===== src/rtl/mux_arb_pkg.sv =====
// Shared constants and FSM state type for the 16:1 mux arbiter.
// Contents: N_REQ (requester count), SEL_W (select width), arb_state_t.
// Latency/backpressure: not applicable (declarations only).
package mux_arb_pkg;

  localparam int N_REQ = 16;
  localparam int SEL_W = 4;

  typedef enum logic [1:0] {
    IDLE  = 2'd0,
    GRANT = 2'd1,
    GAP   = 2'd2
  } arb_state_t;

endpackage


===== src/rtl/rr_pick16.sv =====
// Combinational round-robin finder: first set req bit at or above ptr, wrapping 15->0.
// Ports: req[15:0], ptr[3:0] in; valid (any req set), idx[3:0] (winner) out.
// Latency: zero (pure combinational); no backpressure.
module rr_pick16
  import mux_arb_pkg::*;
(
  input  logic [N_REQ-1:0] req,
  input  logic [SEL_W-1:0] ptr,
  output logic             valid,
  output logic [SEL_W-1:0] idx
);

  logic [SEL_W-1:0] cand;

  // Scan offsets from farthest to nearest so the nearest set bit to ptr is
  // the last one written and therefore wins. cand wraps naturally at 4 bits.
  always_comb begin
    valid = 1'b0;
    idx   = '0;
    cand  = '0;
    for (int i = N_REQ - 1; i >= 0; i--) begin
      cand = ptr + SEL_W'(i);
      if (req[cand]) begin
        valid = 1'b1;
        idx   = cand;
      end
    end
  end

endmodule


===== src/rtl/mux_16x1_arbiter.sv =====
// Round-robin arbiter/sequencer driving a 16:1 mux: one owner at a time, >=1 idle cycle between owners.
// Ports: clk, rst_n (sync, active-low), req[15:0], done in; enable, sel[3:0], gnt[15:0], busy, tmo out (all registered).
// Latency: grant one cycle after req seen; owner timeout (HOLD_MAX cycles) only when MUX_ARB_TIMEOUT_EN is defined.
module mux_16x1_arbiter
  import mux_arb_pkg::*;
#(
  parameter int HOLD_MAX = 8
) (
  input  logic             clk,
  input  logic             rst_n,
  input  logic [N_REQ-1:0] req,
  input  logic             done,
  output logic             enable,
  output logic [SEL_W-1:0] sel,
  output logic [N_REQ-1:0] gnt,
  output logic             busy,
  output logic             tmo
);

  arb_state_t       state, nstate;
  logic [SEL_W-1:0] ptr, nptr;
  logic [SEL_W-1:0] nowner;
  logic             ntmo;
  logic             rel;
  logic             tmo_hit;
  logic             pick_vld;
  logic [SEL_W-1:0] pick_idx;

  rr_pick16 u_pick (
    .req   (req),
    .ptr   (ptr),
    .valid (pick_vld),
    .idx   (pick_idx)
  );

`ifdef MUX_ARB_TIMEOUT_EN
  logic [7:0] cnt;

  // cnt equals the number of GRANT cycles already spent by the current
  // owner including this one, so hitting HOLD_MAX here gives exactly
  // HOLD_MAX enabled cycles.
  assign tmo_hit = (state == GRANT) && (cnt == HOLD_MAX[7:0]);

  always_ff @(posedge clk) begin
    if (!rst_n) begin
      cnt <= '0;
    end else if (nstate == GRANT) begin
      cnt <= (state == GRANT) ? cnt + 8'd1 : 8'd1;
    end else begin
      cnt <= '0;
    end
  end
`else
  logic [7:0] unused_hold_max;
  assign unused_hold_max = HOLD_MAX[7:0];
  assign tmo_hit         = 1'b0;
`endif

  // sel doubles as the owner register: it holds the last owner through
  // GAP and IDLE, so GRANT can compare req[sel] directly.
  always_comb begin
    nstate = state;
    nptr   = ptr;
    nowner = sel;
    ntmo   = 1'b0;
    rel    = 1'b0;
    case (state)
      IDLE: begin
        if (pick_vld) begin
          nstate = GRANT;
          nowner = pick_idx;
          nptr   = pick_idx + 4'd1;
        end
      end
      GRANT: begin
        rel = done | ~req[sel] | tmo_hit;
        if (rel) begin
          nstate = GAP;
          ntmo   = tmo_hit;
        end
      end
      GAP: begin
        if (pick_vld) begin
          nstate = GRANT;
          nowner = pick_idx;
          nptr   = pick_idx + 4'd1;
        end else begin
          nstate = IDLE;
        end
      end
      default: nstate = IDLE;
    endcase
  end

  // Outputs are registered from the next-state decode so they line up with
  // the state they describe.
  always_ff @(posedge clk) begin
    if (!rst_n) begin
      state  <= IDLE;
      ptr    <= '0;
      enable <= 1'b0;
      sel    <= '0;
      gnt    <= '0;
      busy   <= 1'b0;
      tmo    <= 1'b0;
    end else begin
      state  <= nstate;
      ptr    <= nptr;
      enable <= (nstate == GRANT);
      sel    <= nowner;
      gnt    <= (nstate == GRANT) ? (N_REQ'(1) << nowner) : '0;
      busy   <= (nstate != IDLE);
      tmo    <= ntmo;
    end
  end

endmodule


===== config.mk =====
export PLATFORM = sky130hd
export DESIGN_NAME = mux_16x1_arbiter
export DESIGN_NICKNAME = d
export VERILOG_FILES = /design/src/rtl/mux_arb_pkg.sv /design/src/rtl/rr_pick16.sv /design/src/rtl/mux_16x1_arbiter.sv
export SDC_FILE = /design/constraint.sdc
export NUM_CORES = 1
export LEC_CHECK = 0
export CORE_MARGIN = 5
export CORE_UTILIZATION = 37
export CTS_BUF_LIST = sky130_fd_sc_hd__clkbuf_8
export DETAILED_ROUTE_END_ITERATION = 16
export PLACE_DENSITY = 0.61
export SYNTH_ARGS = -nofsm -noshare
export SYNTH_HDL_FRONTEND = slang
export SYNTH_SLANG_ARGS = --single-unit

===== constraint.sdc =====
create_clock -name clk -period 9.1 [get_ports clk]
set_input_delay 1.365 -clock clk [delete_from_list [all_inputs] [get_ports clk]]
set_output_delay 1.365 -clock clk [all_outputs]
set_load 0.01 [all_outputs]

==> results_dict.tcl, run 1 <==
set metrics [dict create \
    grt_max_degree 36 \
    antenna_cells 0 \
    clk_latency_ns 0.27 \
    hold_path_class "flop to flop" \
    max_freq_ghz 0.187 \
    grtUsageTotal 0.185 \
    wl_per_cell_microns 20.9 \
    grt_overflow 0 \
    arrival_ns 5.48 \
    use_met2 0.293 \
    synth_common_cells "34 x mux4_2, 32 x mux2i_1, 29 x nand2_1, 28 x dfxtp_1, 23 x nor2_1" \
    design_area_sq_mm 0.00421 \
    clockRootBuffer "clkbuf_8" \
    busiest_layer "met2" \
    rsz0062_at_grt "no" \
    clockBufferDepth 2 \
    cts.htree.levels 1 \
    crit_path_end_kind "flop" \
    ys_warn_count 0 \
    grt_pass1_wl_microns 17700 \
    period_minus_slack_ns 5.34 \
    async_flop_share 0 \
    yosys.area_share.simple 0.157 \
    synth_most_common_cell "mux4_2" \
    dr_total_vias 3444 \
    synth_area_sq_mm 0.00371 \
    rows 36 \
    cts_tree "built" \
    seq_area_frac_synth 0.151 \
    setup_viol 0 \
    max_slew.worst_pin.slew_ns 1.22 \
    yosysUniqueCellTypes 71 \
    nets 429 \
    regToRegStartpoint "ptr[1]$_SDFFE_PN0P_" \
    place_congestion 0.918 \
    die_w_microns 110 \
    place_area_sq_mm 0.00415 \
    final_hold_viol_count 0 \
    finClkSkew_ns 0.00143 \
    numClockSinks 28 \
    die_h_microns 110 \
    ctsHoldBuffers 0 \
    synth_cells 374 \
    use_met3 0.0134 \
    min_from "state[1]$_SDFF_PN0_" \
    p_per_area_mw_per_mm2 432 \
    outcome "complete, no violations" \
    synth_edf_count 0 \
    first_iter_violations 349 \
    post_cts_buffers 0 \
    drt_pre_antenna_iters 5 \
    routed_wl_microns 11200 \
    synth_top_cell_by_area "mux4_2" \
    cap_violations 0 \
    dp_hpwl_microns 8420 \
    slew_viol_final 0 \
    yosysTopAreaCellShare 0.207 \
    ys_top_cells_by_area "mux4_2 21%, dfxtp_1 15%, mux2i_1 8.6%, mux4_1 5.7%, mux2_2 5.2%" \
    synth_mux_area_frac 0.413 \
    final_antenna_net_count 0 \
    critPathLaunch "ptr[1]$_SDFFE_PN0P_" \
    io_pins 42 \
    grt_pass1_vias 3276 \
    synth_top_family_by_area "multiplexers" \
    core_sq_mm 0.00977 \
    required_ns 9.24 \
    initial_core_util 0.379 \
    syn2layout_area_growth_pct 13.5 \
    synth_compound_area_frac 0.165 \
    grtUsageMet1 0.269 \
    leakagePower_nw 1.55 \
    vdd_drop_max_mv 0.176 \
    ys.flop_type "dfxtp_1" \
    die-area_sq_mm 0.0121 \
    fin_crit_sh 0.587 \
    crit_type "flop to flop" \
    tns_ns 0 \
    synth_seq_cells 28 \
    cts_resized 0 \
    nFillCells 944 \
    drive_above_1_share 0.202 \
    max-slew-margin-rel 0.188 \
    io_buffers 40 \
    clkTransAtPathRegs_ns 0.09 \
    drc 0 \
    vias_per_cell 6.45 \
    synth.avg_cell_area_sq_um 9.91 \
    syn-num-nets 401 \
    cts_made_buffers 3 \
    cp-start-kind "flop" \
    path_max_fanout 30 \
    antenna_found_initial 0 \
    synthAdderAreaFrac 0.0270 \
    synth_xor_area_frac 0.0280 \
]
-- final timing paths --
kind	end	slack, ns	depth (start not counted)
worst max register to register	gnt[13]$_SDFF_PN0_	3.76	11
worst max-delay path	gnt[13]$_SDFF_PN0_	3.76	11
worst min register to register	state[0]$_SDFF_PN0_	0.60	2
worst min-delay path	state[0]$_SDFF_PN0_	0.60	2
-- cell usage in the layout (no fill, tap or decap), types with 11 or more instances in the layout --
cell type        count
a21oi_1             16
nor4_1              17
o21ai_0             11
mux4_2              34
nand2_1             29
mux2_2              17
inv_1               12
dfxtp_1             28
clkdlybuf4s50_1     40
nor2_1              23
mux2i_1             32
-- sequential cells by signal (all words and copies together) (netlist names) --
name,cells
enable,1
sel,4
ptr,4
busy,1
gnt,16
state,2
-- per-stage QoR --
stage	setup WS (ns)	power [mW]	utilization	hold slack, ns	cells
4_1_cts	3.79	1.79	0.430	0.601	534
5_1_grt	3.31	1.95	0.430	0.624	534
3_5_place_dp	3.80	1.71	0.425	0.585	530
3_3_place_gp	3.91	1.70	0.425	0.580	530
6_report	3.76	1.82	0.430	0.600	534
2_1_floorplan	4.82	1.37	-	0.552	374
-- where the power goes --
| group | switching [mW] | internal [mW] | leakage [nW] | total, mW |
|---|---|---|---|---|
| Sequential | 0.0378 | 0.149 | 0.229 | 0.187 |
| Combinational | 0.895 | 0.659 | 1.30 | 1.55 |
| Clock | 0.0359 | 0.0387 | 0.0288 | 0.0746 |
| Total | 0.969 | 0.847 | 1.55 | 1.82 |
-- metal layers --
metal  up-vias  part of all wire
met4         0             0.025
met5         -                 0
li1       1554                 -
met1      1681              0.44
met3        21             0.061
met2       188              0.47
-- critical path, stage by stage, from the launching register on --
cell,delay (ns)
dfxtp_1,0.32
buf_4,0.39
inv_1,0.27
ha_1,0.98
mux4_1,0.75
mux4_2,0.58
nor4_1,0.33
nand4_1,0.15
o41a_1,0.65
o21a_1,0.34
a21bo_1,0.36
nor4_1,0.08
-- logic make-up after synthesis --
| group | count (synthesis) |
|---|---|
| and+or+nand+nor | 113 |
| muxes | 94 |
| AOI/OAI and AO/OA | 82 |
| buffers and inverters | 37 |
| DFF | 28 |
| xor gates and xnor gates | 11 |
| adders and majority gates | 8 |
| other | 1 |
-- layout make-up --
class | count | area [sq um] | share of cell area
Clock buffer | 4 | 55.1 | 0.0131
Multi-Input combinational cell | 309 | 2930 | 0.697
Tap cell | 133 | 166 | 0.0396
Timing Repair Buffer | 44 | 430 | 0.102
Sequential cell | 28 | 561 | 0.133
Inverter | 16 | 60.1 | 0.0143
Power figures use the tool's default switching activity.
==> inputs of run 2 (changes only) <==
--- a/config.mk
+++ b/config.mk
@@ -9,7 +9,7 @@
 export CORE_UTILIZATION = 37
 export CTS_BUF_LIST = sky130_fd_sc_hd__clkbuf_8
 export DETAILED_ROUTE_END_ITERATION = 16
-export PLACE_DENSITY = 0.61
+export PLACE_DENSITY = 0.64
 export SYNTH_ARGS = -nofsm -noshare
 export SYNTH_HDL_FRONTEND = slang
 export SYNTH_SLANG_ARGS = --single-unit
==> constraint.sdc (replaced) <==
create_clock -name clk -period 4.7 [get_ports clk]
set_input_delay 0.705 -clock clk [delete_from_list [all_inputs] [get_ports clk]]
set_output_delay 0.705 -clock clk [all_outputs]
set_load 0.01 [all_outputs]
==> results_dict.tcl, run 2 (synthesis results as in run 1) <==
set metrics [dict create \
    outcome "complete, no violations" \
    routed_wl_microns 11000 \
    seqCellArea_sq_um 561 \
    p_per_area_mw_per_mm2 833 \
    cp-start-kind "flop" \
    max-slew-margin-rel 0.444 \
    place_congestion 0.956 \
    finClkSkew_ns 0.00166 \
    clockRootBuffer "clkbuf_8" \
    io_buffers 40 \
    cts_made_buffers 3 \
    r2r_setup_slack_ns 0.39 \
    final_common_cell "clkdlybuf4s50_1" \
    antenna_found_initial 0 \
    regToRegStartpoint "ptr[0]$_SDFFE_PN0P_" \
    grt_max_degree 35 \
    met1Wirelength_microns 4840 \
    timing.rr.end "gnt[1]$_SDFF_PP0_" \
    min_delay_path_depth 2 \
    post_cts_buffers 0 \
    nFillCells 939 \
    ctsHoldBuffers 0 \
    setup_viol 0 \
    die_h_microns 110 \
    max_freq_ghz 0.232 \
    wl_met3_microns 648 \
    die_w_microns 110 \
    leakagePower_nw 1.61 \
    first_iter_violations 284 \
    antenna_cells 0 \
    drive_above_1_share 0.223 \
    multiInputGateArea_sq_mm 0.00293 \
    crit_type "flop to flop" \
    hold_path_class "flop to flop" \
    fin_util 0.439 \
    clkTransAtPathRegs_ns 0.09 \
    initial_core_util 0.379 \
    clk_latency_ns 0.27 \
    die-area_sq_mm 0.0121 \
    dr_total_vias 3378 \
    p_clk_frac 0.041 \
    p_switching_mw 1.89 \
    regMostFlops "gnt" \
    rows 36 \
    final_cell_mix "40 x clkdlybuf4s50_1, 34 x mux4_2, 32 x mux2i_1" \
    combPwrFrac 0.863 \
    numClockSinks 28 \
    dr.max_layer_used "met4" \
    fin_crit_sh 0.916 \
    drc 0 \
    power.internal_mw 1.68 \
    syn2layout_area_growth_pct 15.7 \
    grt_pass1_vias 3307 \
    nets 440 \
    rsz0062_at_grt "no" \
    path_max_fanout 18 \
    cts_resized 0 \
    max_slew.worst_pin.slew_ns 0.823 \
    io_pins 42 \
    arrival_ns 4.48 \
    cts.htree.levels 1 \
    vdd_drop_max_mv 0.278 \
    r2r_cells 12 \
    grt_overflow 0 \
    wl_per_cell_microns 20.2 \
    required_ns 4.88 \
    cts_tree "built" \
    drt_pre_antenna_iters 5 \
    cap_violations 0 \
    crit_path_end_kind "flop" \
    grtUsageTotal 0.184 \
    period_minus_slack_ns 4.31 \
    power_frac_seq 0.096 \
    core_sq_mm 0.00977 \
    wl_met2_microns 5300 \
    tns_ns 0 \
    grt_pass1_wl_microns 17700 \
    whs_endpoint "state[1]$_SDFF_PN0_" \
    min_from "state[1]$_SDFF_PN0_" \
    largestRegisters "gnt (16), ptr (4), sel (4)" \
    clockBufferDepth 2 \
    switching_share 0.529 \
    slew_viol_final 0 \
    vias_per_cell 6.20 \
    final_hold_viol_count 0 \
    dp_hpwl_microns 8500 \
    final_antenna_net_count 0 \
    largest_reg_flops 16 \
]
==> run 2: changes by cell type in the layout (fill, tap and decap cells not counted) <==
cell,delta
buf_4,+11
==> run 2: power groups by stage <==
stage	Clock (mW)	Combinational [mW]	Sequential (mW)
CTS	0.147	3.03	0.344
finish	0.145	3.08	0.344
global route	0.156	3.31	0.355
floorplan	0	2.30	0.344
detailed placement	0	3.01	0.350
global placement	0	2.98	0.350
==> run 2: cell type report <==
type	instances	share of cell area
inverter	16	0.0140
tap	133	0.0388
sequential	28	0.131
clock buffer	4	0.0128
timing repair buffer	55	0.120
multi-input combinational	309	0.684
==> run 2: per-layer routing <==
metal,up-vias,track usage
met5,-,0
met4,0,0.0365
met3,15,0.0204
met2,150,0.305
met1,1643,0.261
li1,1570,-
==> run 2: how the worst max path moves through the flow <==
stage                        start                 to  slack (ns)  cells past startpoint
3_5_place_dp                req[3]  gnt[2]$_SDFF_PP0_        0.22                      9
3_3_place_gp                req[3]  gnt[2]$_SDFF_PP0_        0.23                      9
4_1_cts        ptr[1]$_SDFFE_PN0P_  gnt[1]$_SDFF_PP0_        0.42                     12
2_1_floorplan  ptr[1]$_SDFFE_PN0P_  sel[2]$_SDFF_PN0_        0.42                     14
5_1_grt        ptr[0]$_SDFFE_PN0P_  gnt[2]$_SDFF_PP0_        0.05                     12
6_report       ptr[0]$_SDFFE_PN0P_  gnt[1]$_SDFF_PP0_        0.39                     12
==> run 2: stage by stage <==
step	hold slack [ns]	std cells	power [mW]	instance area, sq um	setup WS (ns)
after floorplan	0.552	374	2.65	3710	0.424
after detailed placement	0.588	541	3.36	4230	0.221
after CTS	0.601	545	3.52	4290	0.421
after global routing	0.631	545	3.82	4290	0.0536
final	0.598	545	3.57	4290	0.393
after global placement	0.574	541	3.33	4230	0.230
==> run 2: critical path: stages, from the launching register on <==
cell and delay, ns:
dfxtp_1 0.35, inv_2 0.04, ha_1 0.54, buf_4 0.22
mux4_2 0.55, mux2i_1 0.33, mux2i_1 0.29, nor2_1 0.31
nand4_1 0.16, o41a_1 0.61, nand2b_1 0.30, a21bo_1 0.31
nor4_1 0.19
